### config.mk
export PLATFORM = sky130hd
export DESIGN_NAME = ps2_entry_buffer
export DESIGN_NICKNAME = d
export VERILOG_FILES = /design/src/rtl/ps2_entry_buffer.sv
export SDC_FILE = /design/constraint.sdc
export NUM_CORES = 1
export LEC_CHECK = 0
export CAP_MARGIN = 5
export CORE_UTILIZATION = 45
export CTS_CLUSTER_SIZE = 16
export DETAILED_ROUTE_END_ITERATION = 10
export PLACE_DENSITY = 0.76
export SYNTH_ARGS = -nofsm -noshare
export SYNTH_HDL_FRONTEND = slang
export SYNTH_SLANG_ARGS = --single-unit
### constraint.sdc
create_clock -name clock -period 2.6 [get_ports clock]
set_input_delay 0.39 -clock clock [delete_from_list [all_inputs] [get_ports clock]]
set_output_delay 0.39 -clock clock [all_outputs]
set_load 0.05 [all_outputs]
### src/rtl/ps2_entry_buffer.sv
// ps2_entry_buffer
// Capture stage ahead of the AES message/key buffers. It parses the raw PS/2
// byte stream (make, F0 break and E0 extended prefixes) and commits one
// scancode per completed key release into a DEPTH-byte shift buffer. The
// newest byte sits in buf_out[7:0]. Backspace removes the newest byte, enter
// raises done_pulse, and the shift keys are ignored. All outputs are registered
// and update on the edge that samples the key_pressed strobe.

module ps2_entry_buffer #(
    parameter int          DEPTH      = 16,
    parameter logic [7:0]  BKSP_CODE  = 8'h66,
    parameter logic [7:0]  ENTER_CODE = 8'h5A,
    localparam int         CW         = $clog2(DEPTH + 1),
    localparam int         BW         = 8 * DEPTH
) (
    input  logic          clock,
    input  logic          resetn,
    input  logic [7:0]    key_data,
    input  logic          key_pressed,
    input  logic          enable,
    input  logic          clear,
    output logic [BW-1:0] buf_out,
    output logic [CW-1:0] count,
    output logic          full,
    output logic          overflow,
    output logic          commit_pulse,
    output logic          done_pulse
);

    // PS/2 prefix tracker. EXT_BREAK swallows the byte after E0 F0 so that
    // extended keys (arrows, keypad enter, ...) never reach the buffer.
    typedef enum logic [1:0] {
        S_IDLE,
        S_EXT,
        S_EXT_BREAK,
        S_BREAK
    } state_t;

    // What a release event does to the buffer in this cycle.
    typedef enum logic [2:0] {
        A_NONE,
        A_DONE,
        A_PUSH,
        A_POP,
        A_OVERFLOW
    } action_t;

    localparam logic [7:0]    BREAK_PREFIX = 8'hF0;
    localparam logic [7:0]    EXT_PREFIX   = 8'hE0;
    localparam logic [7:0]    LSHIFT_CODE  = 8'h12;
    localparam logic [7:0]    RSHIFT_CODE  = 8'h59;
    localparam logic [CW-1:0] COUNT_MAX    = CW'(DEPTH);
    localparam logic [CW-1:0] COUNT_LAST   = CW'(DEPTH - 1);

    state_t  state;
    action_t action;
    logic    release_event;

    // A release is the byte that follows a plain F0 prefix.
    assign release_event = key_pressed && (state == S_BREAK);

    // Decode the buffer action for the byte being released.
    always_comb begin
        // NOTE: every output of a combinational block gets a default first so
        // that no path leaves it unassigned, which would infer a latch.
        action = A_NONE;
        if (release_event && enable) begin
            if (key_data == ENTER_CODE) begin
                action = A_DONE;
            end else if (key_data == BKSP_CODE) begin
                if (count != '0) begin
                    action = A_POP;
                end
            end else if ((key_data == LSHIFT_CODE) || (key_data == RSHIFT_CODE)) begin
                action = A_NONE;
            end else if (count == COUNT_MAX) begin
                action = A_OVERFLOW;
            end else begin
                action = A_PUSH;
            end
        end
    end

    // Prefix FSM, buffer, count and status strobes, all registered.
    // NOTE: sequential state uses non-blocking assignments only, so every
    // register samples values from before the edge regardless of statement
    // order and simulation matches the synthesised flops.
    always_ff @(posedge clock or negedge resetn) begin
        if (!resetn) begin
            state        <= S_IDLE;
            buf_out      <= '0;
            count        <= '0;
            full         <= 1'b0;
            overflow     <= 1'b0;
            commit_pulse <= 1'b0;
            done_pulse   <= 1'b0;
        end else begin
            commit_pulse <= 1'b0;
            done_pulse   <= 1'b0;

            // The prefix tracker runs even while disabled or clearing so it
            // never loses sync with the keyboard stream.
            if (key_pressed) begin
                case (state)
                    S_IDLE: begin
                        if (key_data == BREAK_PREFIX) begin
                            state <= S_BREAK;
                        end else if (key_data == EXT_PREFIX) begin
                            state <= S_EXT;
                        end else begin
                            state <= S_IDLE;
                        end
                    end
                    S_EXT: begin
                        if (key_data == BREAK_PREFIX) begin
                            state <= S_EXT_BREAK;
                        end else begin
                            state <= S_IDLE;
                        end
                    end
                    S_EXT_BREAK: state <= S_IDLE;
                    S_BREAK:     state <= S_IDLE;
                    default:     state <= S_IDLE;
                endcase
            end

            // Clear wins over a simultaneous release and suppresses its pulses.
            if (clear) begin
                buf_out  <= '0;
                count    <= '0;
                full     <= 1'b0;
                overflow <= 1'b0;
            end else begin
                case (action)
                    A_DONE: begin
                        done_pulse <= 1'b1;
                    end
                    A_POP: begin
                        buf_out      <= {8'h00, buf_out[BW-1:8]};
                        count        <= count - 1'b1;
                        full         <= 1'b0;
                        commit_pulse <= 1'b1;
                    end
                    A_PUSH: begin
                        buf_out      <= {buf_out[BW-9:0], key_data};
                        count        <= count + 1'b1;
                        full         <= (count == COUNT_LAST);
                        commit_pulse <= 1'b1;
                    end
                    A_OVERFLOW: begin
                        overflow <= 1'b1;
                    end
                    default: begin
                    end
                endcase
            end
        end
    end

endmodule

# ---- After elaboration in Yosys (flattened, before gate mapping)
# Cells that the tools add are included.
# W data, S select, Z words.
dict set report totals {
  inputBits 13
  elab_cells 55
  output_inout_bits 137
  regBits 139
}
dict set report classes {
  muxes 22
  reduce_logical 9
  eq_ne 15
  addsub 2
}
# op count
set ops {}
lappend ops {{$pmux W128 S2} 1}
lappend ops {{$mux W128} 1}
lappend ops {{$eq A8 B7 Y1 const B} 3}
lappend ops {{$eq A8 B8 Y1 const B} 2}
lappend ops {{$mux W3} 5}
lappend ops {{$pmux W5 S2} 1}
lappend ops {{$eq A8 B5 Y1 const B} 1}
lappend ops {{$mux W1} 8}
lappend ops {{$eq A3 B2 Y1 const B} 2}
lappend ops {{$mux W2} 3}
lappend ops {{$pmux W2 S3} 1}
lappend ops {{$add A5 B1 Y5 const B} 1}
lappend ops {{$eq A5 B4 Y1 const B} 1}
lappend ops {{$eq A5 B5 Y1 const B} 1}
lappend ops {{$mux W5} 1}
lappend ops {{$reduce_bool A5 Y1} 1}
lappend ops {{$sub A5 B1 Y5 const B} 1}
lappend ops {{$eq A2 B2 Y1 const B} 2}
lappend ops {{$reduce_or A2 Y1} 2}
lappend ops {{$eq A3 B1 Y1 const B} 1}
lappend ops {{$eq A3 B3 Y1 const B} 1}
lappend ops {{$reduce_bool A3 Y1} 1}
lappend ops {{$eq A2 B1 Y1 const B} 1}
lappend ops {{$logic_and A1 B1 Y1} 2}
lappend ops {{4 further kinds} 4}

# ---- Logic depth before layout (Yosys ltp)
dict set report logic_depth {
  ltp_word 10
  mapped_depth 13
  depth_no_buf 10
}

# ---- Worst setup path after synthesis
# No wires, ideal clock.
dict set report synth_path {
  kind {reg-to-reg}
  from {register count[1]}
  to {register count[4]}
  stages_incl_launch_ff 14
  t_arrival_ns 2.962
  n_path_buf 3
  slack_ns -0.498
  setup_ns 0.136
  synth_period_minus_slack_ns 3.098
  required_time_ns 2.464
  cell_sequence {dfrtp_1 > nor4_1 > a32oi_1 > and2_1 > buf_2 > buf_2 > buf_2 > nand2_1 > fa_1 > a21o_1 > a21oi_1 > nand2_1 > o2111ai_1 > nand4_1}
}
dict set report synth_between {
  elab_chain_cells 9
  elab_cells_between_ends 15
  classes_between {add/sub (2); eq/ne (3); mux (8); reduce/logical (2)}
}
# element line_no
set synth_rtl {}
lappend synth_rtl {{start, declared} 23} ;# output logic [CW-1:0] count,
lappend synth_rtl {{start signal, assigned} 140} ;# count <= count - 1'b1;
lappend synth_rtl {{start signal, assigned} 146} ;# count <= count + 1'b1;
lappend synth_rtl {{$eq A5 B5 Y1} 76} ;# end else if (count == COUNT_MAX) begin
lappend synth_rtl {{$mux W3} 76}
lappend synth_rtl {{$mux W3} 74} ;# end else if ((key_data == LSHIFT_CODE) || (key_data == RSHIFT_CODE)) begin
lappend synth_rtl {{$mux W3} 70} ;# end else if (key_data == BKSP_CODE) begin
lappend synth_rtl {{$mux W3} 68} ;# if (key_data == ENTER_CODE) begin
lappend synth_rtl {{$mux W3} 67} ;# if (release_event && enable) begin
lappend synth_rtl {{$eq A3 B2 Y1} 134} ;# case (action)
lappend synth_rtl {{$pmux W5 S2} 134}
lappend synth_rtl {{$mux W5} 128} ;# if (clear) begin
# Several ways; a longest one is shown, not always the timed one.
# A chain may end at the register's enable or synchronous reset.

# ---- Final worst setup path
dict set report layout_path {
  from {input key_data[7]}
  to {register count[3]}
}
dict set report layout_between {
  elab_chain_cells 9
  elab_cells_between_ends 14
  classes_between {eq/ne (6); mux (6); reduce/logical (2)}
}
# element line_no
set layout_rtl {}
lappend layout_rtl {{start, declared} 18} ;# input logic [7:0] key_data,
lappend layout_rtl {{$eq A8 B5 Y1 or $eq A8 B7 Y1 (tied branches)} 74}
lappend layout_rtl {{$logic_or A1 B1 Y1} 74}
lappend layout_rtl {{$mux W3} 74}
lappend layout_rtl {{$mux W3} 70}
lappend layout_rtl {{$mux W3 *} 68}
lappend layout_rtl {{$mux W3 *} 67}
lappend layout_rtl {{$eq A3 B2 Y1} 134}
lappend layout_rtl {{$pmux W5 S2} 134}
lappend layout_rtl {{$mux W5} 128}
# Mark *: on every way between the ends. The rest lies on a longest branch, timed or not.

==> impl_metrics.xml <==
<?xml version="1.0" encoding="UTF-8"?>
<metrics>
  <group name="routing">
    <metric name="via_count" unit="">5504</metric>
    <metric name="drt_drc_violations_left" unit="">0</metric>
    <metric name="wirelength" unit="mm">18.0</metric>
    <metric name="drtPass1Iterations" unit="">5</metric>
    <metric name="remaining_antenna_violation_count_after_routing" unit="">0</metric>
    <metric name="drt_iter0_drc" unit="">657</metric>
    <metric name="post_drt_wl_per_cell" unit="um">21.0</metric>
    <metric name="vias_per_cell" unit="">6.41</metric>
  </group>
  <group name="sta">
    <metric name="max_slew.worst_pin.slew" unit="ns">0.689</metric>
    <metric name="slew_viol_final" unit="">0</metric>
    <metric name="achievable-frequency" unit="GHz">0.428</metric>
    <metric name="worst_slew_margin_rel" unit="%">54.1</metric>
    <metric name="finalHoldViolations" unit="">10</metric>
    <metric name="finalWorstPathRequiredPeriod" unit="ns">2.34</metric>
    <metric name="setup_total_negative_slack" unit="ns">0</metric>
    <metric name="rsz0062_at_grt" unit="">false</metric>
    <metric name="skew" unit="ns">0.00680</metric>
    <metric name="finalHoldWorstSlack" unit="ns">-0.00766</metric>
    <metric name="final_cycle_share" unit="%">90.0</metric>
    <metric name="setup_viol_count_final" unit="">0</metric>
    <metric name="finalWorstSetupSlack" unit="ns">0.261</metric>
  </group>
  <group name="synth">
    <metric name="synth_async_sr_flop_share" unit="%">100</metric>
    <metric name="synthCells" unit="">516</metric>
    <metric name="synth-main-ff-cell" unit="">sky130_fd_sc_hd__dfrtp_1</metric>
    <metric name="ys_seq_area_share" unit="%">55.1</metric>
    <metric name="postSynthAreaPerCell" unit="um2">12.2</metric>
    <metric name="synth_nets" unit="">534</metric>
    <metric name="yosys_warnings" unit="">0</metric>
    <metric name="synth-edff-count" unit="">0</metric>
    <metric name="yosys_register_bits" unit="">139</metric>
    <metric name="summed_instance_area_of_the_synthesized_netlist" unit="um2">6310</metric>
    <metric name="synth.distinct_cells" unit="">40</metric>
  </group>
  <group name="die">
    <metric name="initial_utilization" unit="%">46.9</metric>
    <metric name="num_rows" unit="">42</metric>
    <metric name="dieWidth" unit="um">120</metric>
    <metric name="placeable_core_region" unit="um2">13500</metric>
    <metric name="design.die.area" unit="um2">14500</metric>
    <metric name="top_level_ports" unit="">150</metric>
    <metric name="die_y" unit="um">120</metric>
  </group>
  <group name="clock_network">
    <metric name="cts-hold-fix-buffers" unit="">0</metric>
    <metric name="clk_transition_reported_paths" unit="ns">0.05</metric>
    <metric name="post-cts-setup-buffer-count" unit="">0</metric>
    <metric name="clk_latency" unit="ns">0.42</metric>
    <metric name="tritoncts.num_buffers" unit="">17</metric>
    <metric name="clock-sinks" unit="">139</metric>
    <metric name="cts_tree" unit="">built</metric>
    <metric name="cts-htree-levels" unit="">4</metric>
    <metric name="cts_resizes" unit="">0</metric>
    <metric name="cts.root.buffer_cell" unit="">sky130_fd_sc_hd__clkbuf_16</metric>
    <metric name="clock_path_buffers" unit="">2</metric>
  </group>
  <group name="setup_path">
    <metric name="reg2reg_path_depth" unit="">10</metric>
    <metric name="arrival_worst_endpoint" unit="ns">2.67</metric>
    <metric name="path_cells" unit="">clkdlybuf4s50_1, buf_4, nor4b_1, o21ai_1, and2_4, nand2_4, ha_1, a21oi_1, nand2_1, xor2_1, nand3_1, a21oi_1</metric>
    <metric name="max_stage_delay" unit="ns">0.42</metric>
    <metric name="startpoint_type" unit="">input pin</metric>
    <metric name="critPathRequiredTime" unit="ns">2.93</metric>
    <metric name="crit_path_end_kind" unit="">register</metric>
    <metric name="critical_path.top_delay_family" unit="">simple AND/OR/NAND/NOR gates</metric>
    <metric name="worstReg2RegEnd" unit="">count[3]</metric>
    <metric name="r2r_path_start" unit="">count[1]</metric>
    <metric name="path_buf_inv" unit="">2</metric>
    <metric name="path_max_fanout" unit="">3</metric>
    <metric name="critical_path_s_slowest_cell" unit="">sky130_fd_sc_hd__clkdlybuf4s50_1</metric>
    <metric name="timing.critical_path.mode_cell" unit="">sky130_fd_sc_hd__a21oi_1</metric>
    <metric name="ff2ff_setup_slack" unit="ns">0.37</metric>
    <metric name="critical_path_class" unit="">in2reg</metric>
  </group>
  <group name="placed_design">
    <metric name="detailedPlacementHpwl" unit="mm">12.0</metric>
    <metric name="post-place-ws" unit="ns">-0.147</metric>
    <metric name="port_buffers" unit="">149</metric>
    <metric name="globalplace.congestion" unit="">0.897</metric>
    <metric name="place_area" unit="um2">8210</metric>
  </group>
  <group name="hold_path">
    <metric name="timing.hold.worst.class" unit="">in2async</metric>
  </group>
  <group name="power">
    <metric name="pwr_density_cell" unit="nW/um2">556</metric>
    <metric name="design_power_total" unit="mW">4.92</metric>
    <metric name="static-leakage-power" unit="nW">3.37</metric>
    <metric name="ir_worst_vdd" unit="V">0.000447</metric>
  </group>
  <group name="global_routing">
    <metric name="grt_antenna_before_repair" unit="">0</metric>
    <metric name="grt_pass1_wl" unit="mm">28.8</metric>
    <metric name="gr-usage-all-layers" unit="%">25.5</metric>
    <metric name="grt-ovfl-total" unit="">0</metric>
    <metric name="maximum_number_of_pins_on_one_net_before_global_route_repair" unit="">76</metric>
    <metric name="first_global_vias" unit="">5255</metric>
  </group>
  <group name="finish">
    <metric name="layout.cell_area.non_filler" unit="um2">8850</metric>
    <metric name="syn_to_final_growth" unit="%">40.2</metric>
    <metric name="fin_nets" unit="">689</metric>
    <metric name="drive_above_1_share" unit="%">13.0</metric>
    <metric name="number_of_inserted_diodes" unit="">0</metric>
  </group>
  <group name="job">
    <metric name="drv_cap" unit="">0</metric>
  </group>
  <group name="outcome">
    <metric name="failing_checks" unit="">hold timing</metric>
    <metric name="run_status" unit="">complete, but fails checks</metric>
  </group>
</metrics>
## layout make-up
class / count / area (um2)
Sequential cell: 139 / 3480
Tap cell: 176 / 220
Inverter: 3 / 11.3
Timing Repair Buffer: 194 / 1940
Clock inverter: 6 / 133
Multi-Input combinational cell: 316 / 2550
Fill cell: 1015 / 4600
Clock buffer: 25 / 505
## registers in the layout, indices dropped and copies added, names as in the netlist
name and count:
overflow 1, done_pulse 1, full 1, buf_out 128
commit_pulse 1, state 2, count 5
## logic make-up (layout without fill, tap and decap cells)
| group | count (synthesis) | in the layout | synth area share [%] |
|---|---|---|---|
| AOI/OAI and AO/OA | 270 | 270 | 34.5 |
| DFF | 139 | 139 | 55.1 |
| buffers and inverters | 61 | 228 | 5.37 |
| and+or+nand+nor | 38 | 38 | 3.53 |
| adders and majority gates | 5 | 5 | 1.11 |
| xor gates and xnor gates | 2 | 2 | 0.278 |
| muxes | 1 | 1 | 0.159 |
## how the worst max path moves through the flow
| stage | from | endpoint | slack (ns) | cells past startpoint |
|---|---|---|---|---|
| global route | key_data[7] | count[3] | 0.10 | 12 |
| finish | key_data[7] | count[3] | 0.26 | 12 |
| floorplan | key_data[5] | count[4] | 0.02 | 13 |
| CTS | key_data[7] | count[3] | 0.28 | 12 |
| detailed placement | key_data[7] | count[3] | -0.15 | 12 |
| global placement | key_data[5] | count[4] | -0.07 | 11 |
## cell usage in the layout (no fill, tap or decap), drive strengths merged, types with 2 or more instances in the layout
master           n
clkdlybuf4s50  148
dfrtp          139
a22oi          120
o2bb2ai        120
buf             46
clkbuf          25
a32o             9
a21oi            9
nand3            6
nand2            6
nand4            5
nor2             5
ha               4
bufinv           4
o21ai            4
inv              3
nor4b            2
nor3b            2
nor3             2
or3              2
a21o             2
and2             2
## cells in the mapped netlist (2+ instances only)
library cell                number  share of area (%)
sky130_fd_sc_hd__and2_1          2               0.20
sky130_fd_sc_hd__o2bb2ai_1     120                 17
sky130_fd_sc_hd__nor3b_1         2               0.24
sky130_fd_sc_hd__a21oi_1         8               0.63
sky130_fd_sc_hd__nor3_1          2               0.16
sky130_fd_sc_hd__nand2_1         6               0.36
sky130_fd_sc_hd__nand4_1         5               0.50
sky130_fd_sc_hd__a32o_1          9                1.4
sky130_fd_sc_hd__inv_1           3               0.18
sky130_fd_sc_hd__buf_6          12                2.1
sky130_fd_sc_hd__buf_2          13                1.0
sky130_fd_sc_hd__dfrtp_1       139                 55
sky130_fd_sc_hd__o21ai_0         4               0.32
sky130_fd_sc_hd__nor4b_1         2               0.28
sky130_fd_sc_hd__nor2_1          5               0.30
sky130_fd_sc_hd__buf_1           2               0.12
sky130_fd_sc_hd__nand3_1         6               0.48
sky130_fd_sc_hd__or3_1           2               0.20
sky130_fd_sc_hd__a22oi_1       120                 14
sky130_fd_sc_hd__ha_1            4               0.79
sky130_fd_sc_hd__a21o_1          2               0.24
sky130_fd_sc_hd__clkbuf_1       30                1.8
## stage by stage
step                cells  utilization, %
global placement      828            61.0
CTS                   859            65.8
finish                859            65.8
detailed placement    828            61.0
floorplan             516               -
global route          859            65.8
## per-layer routing
layer  up-vias  part of all wire, %  track usage [%]
li1       2430                    -                -
met1      2773                   44             36.0
met2       274                   46             38.1
met3        27                  8.0             6.32
met4         0                  1.9             9.49
met5         -                    0                0
## where the power goes
part	switching, mW	internal, mW
combinational	0.106	0.0638
clock	0.860	1.73
sequential	0.000130	2.16
(Power assumes the default switching activity.)
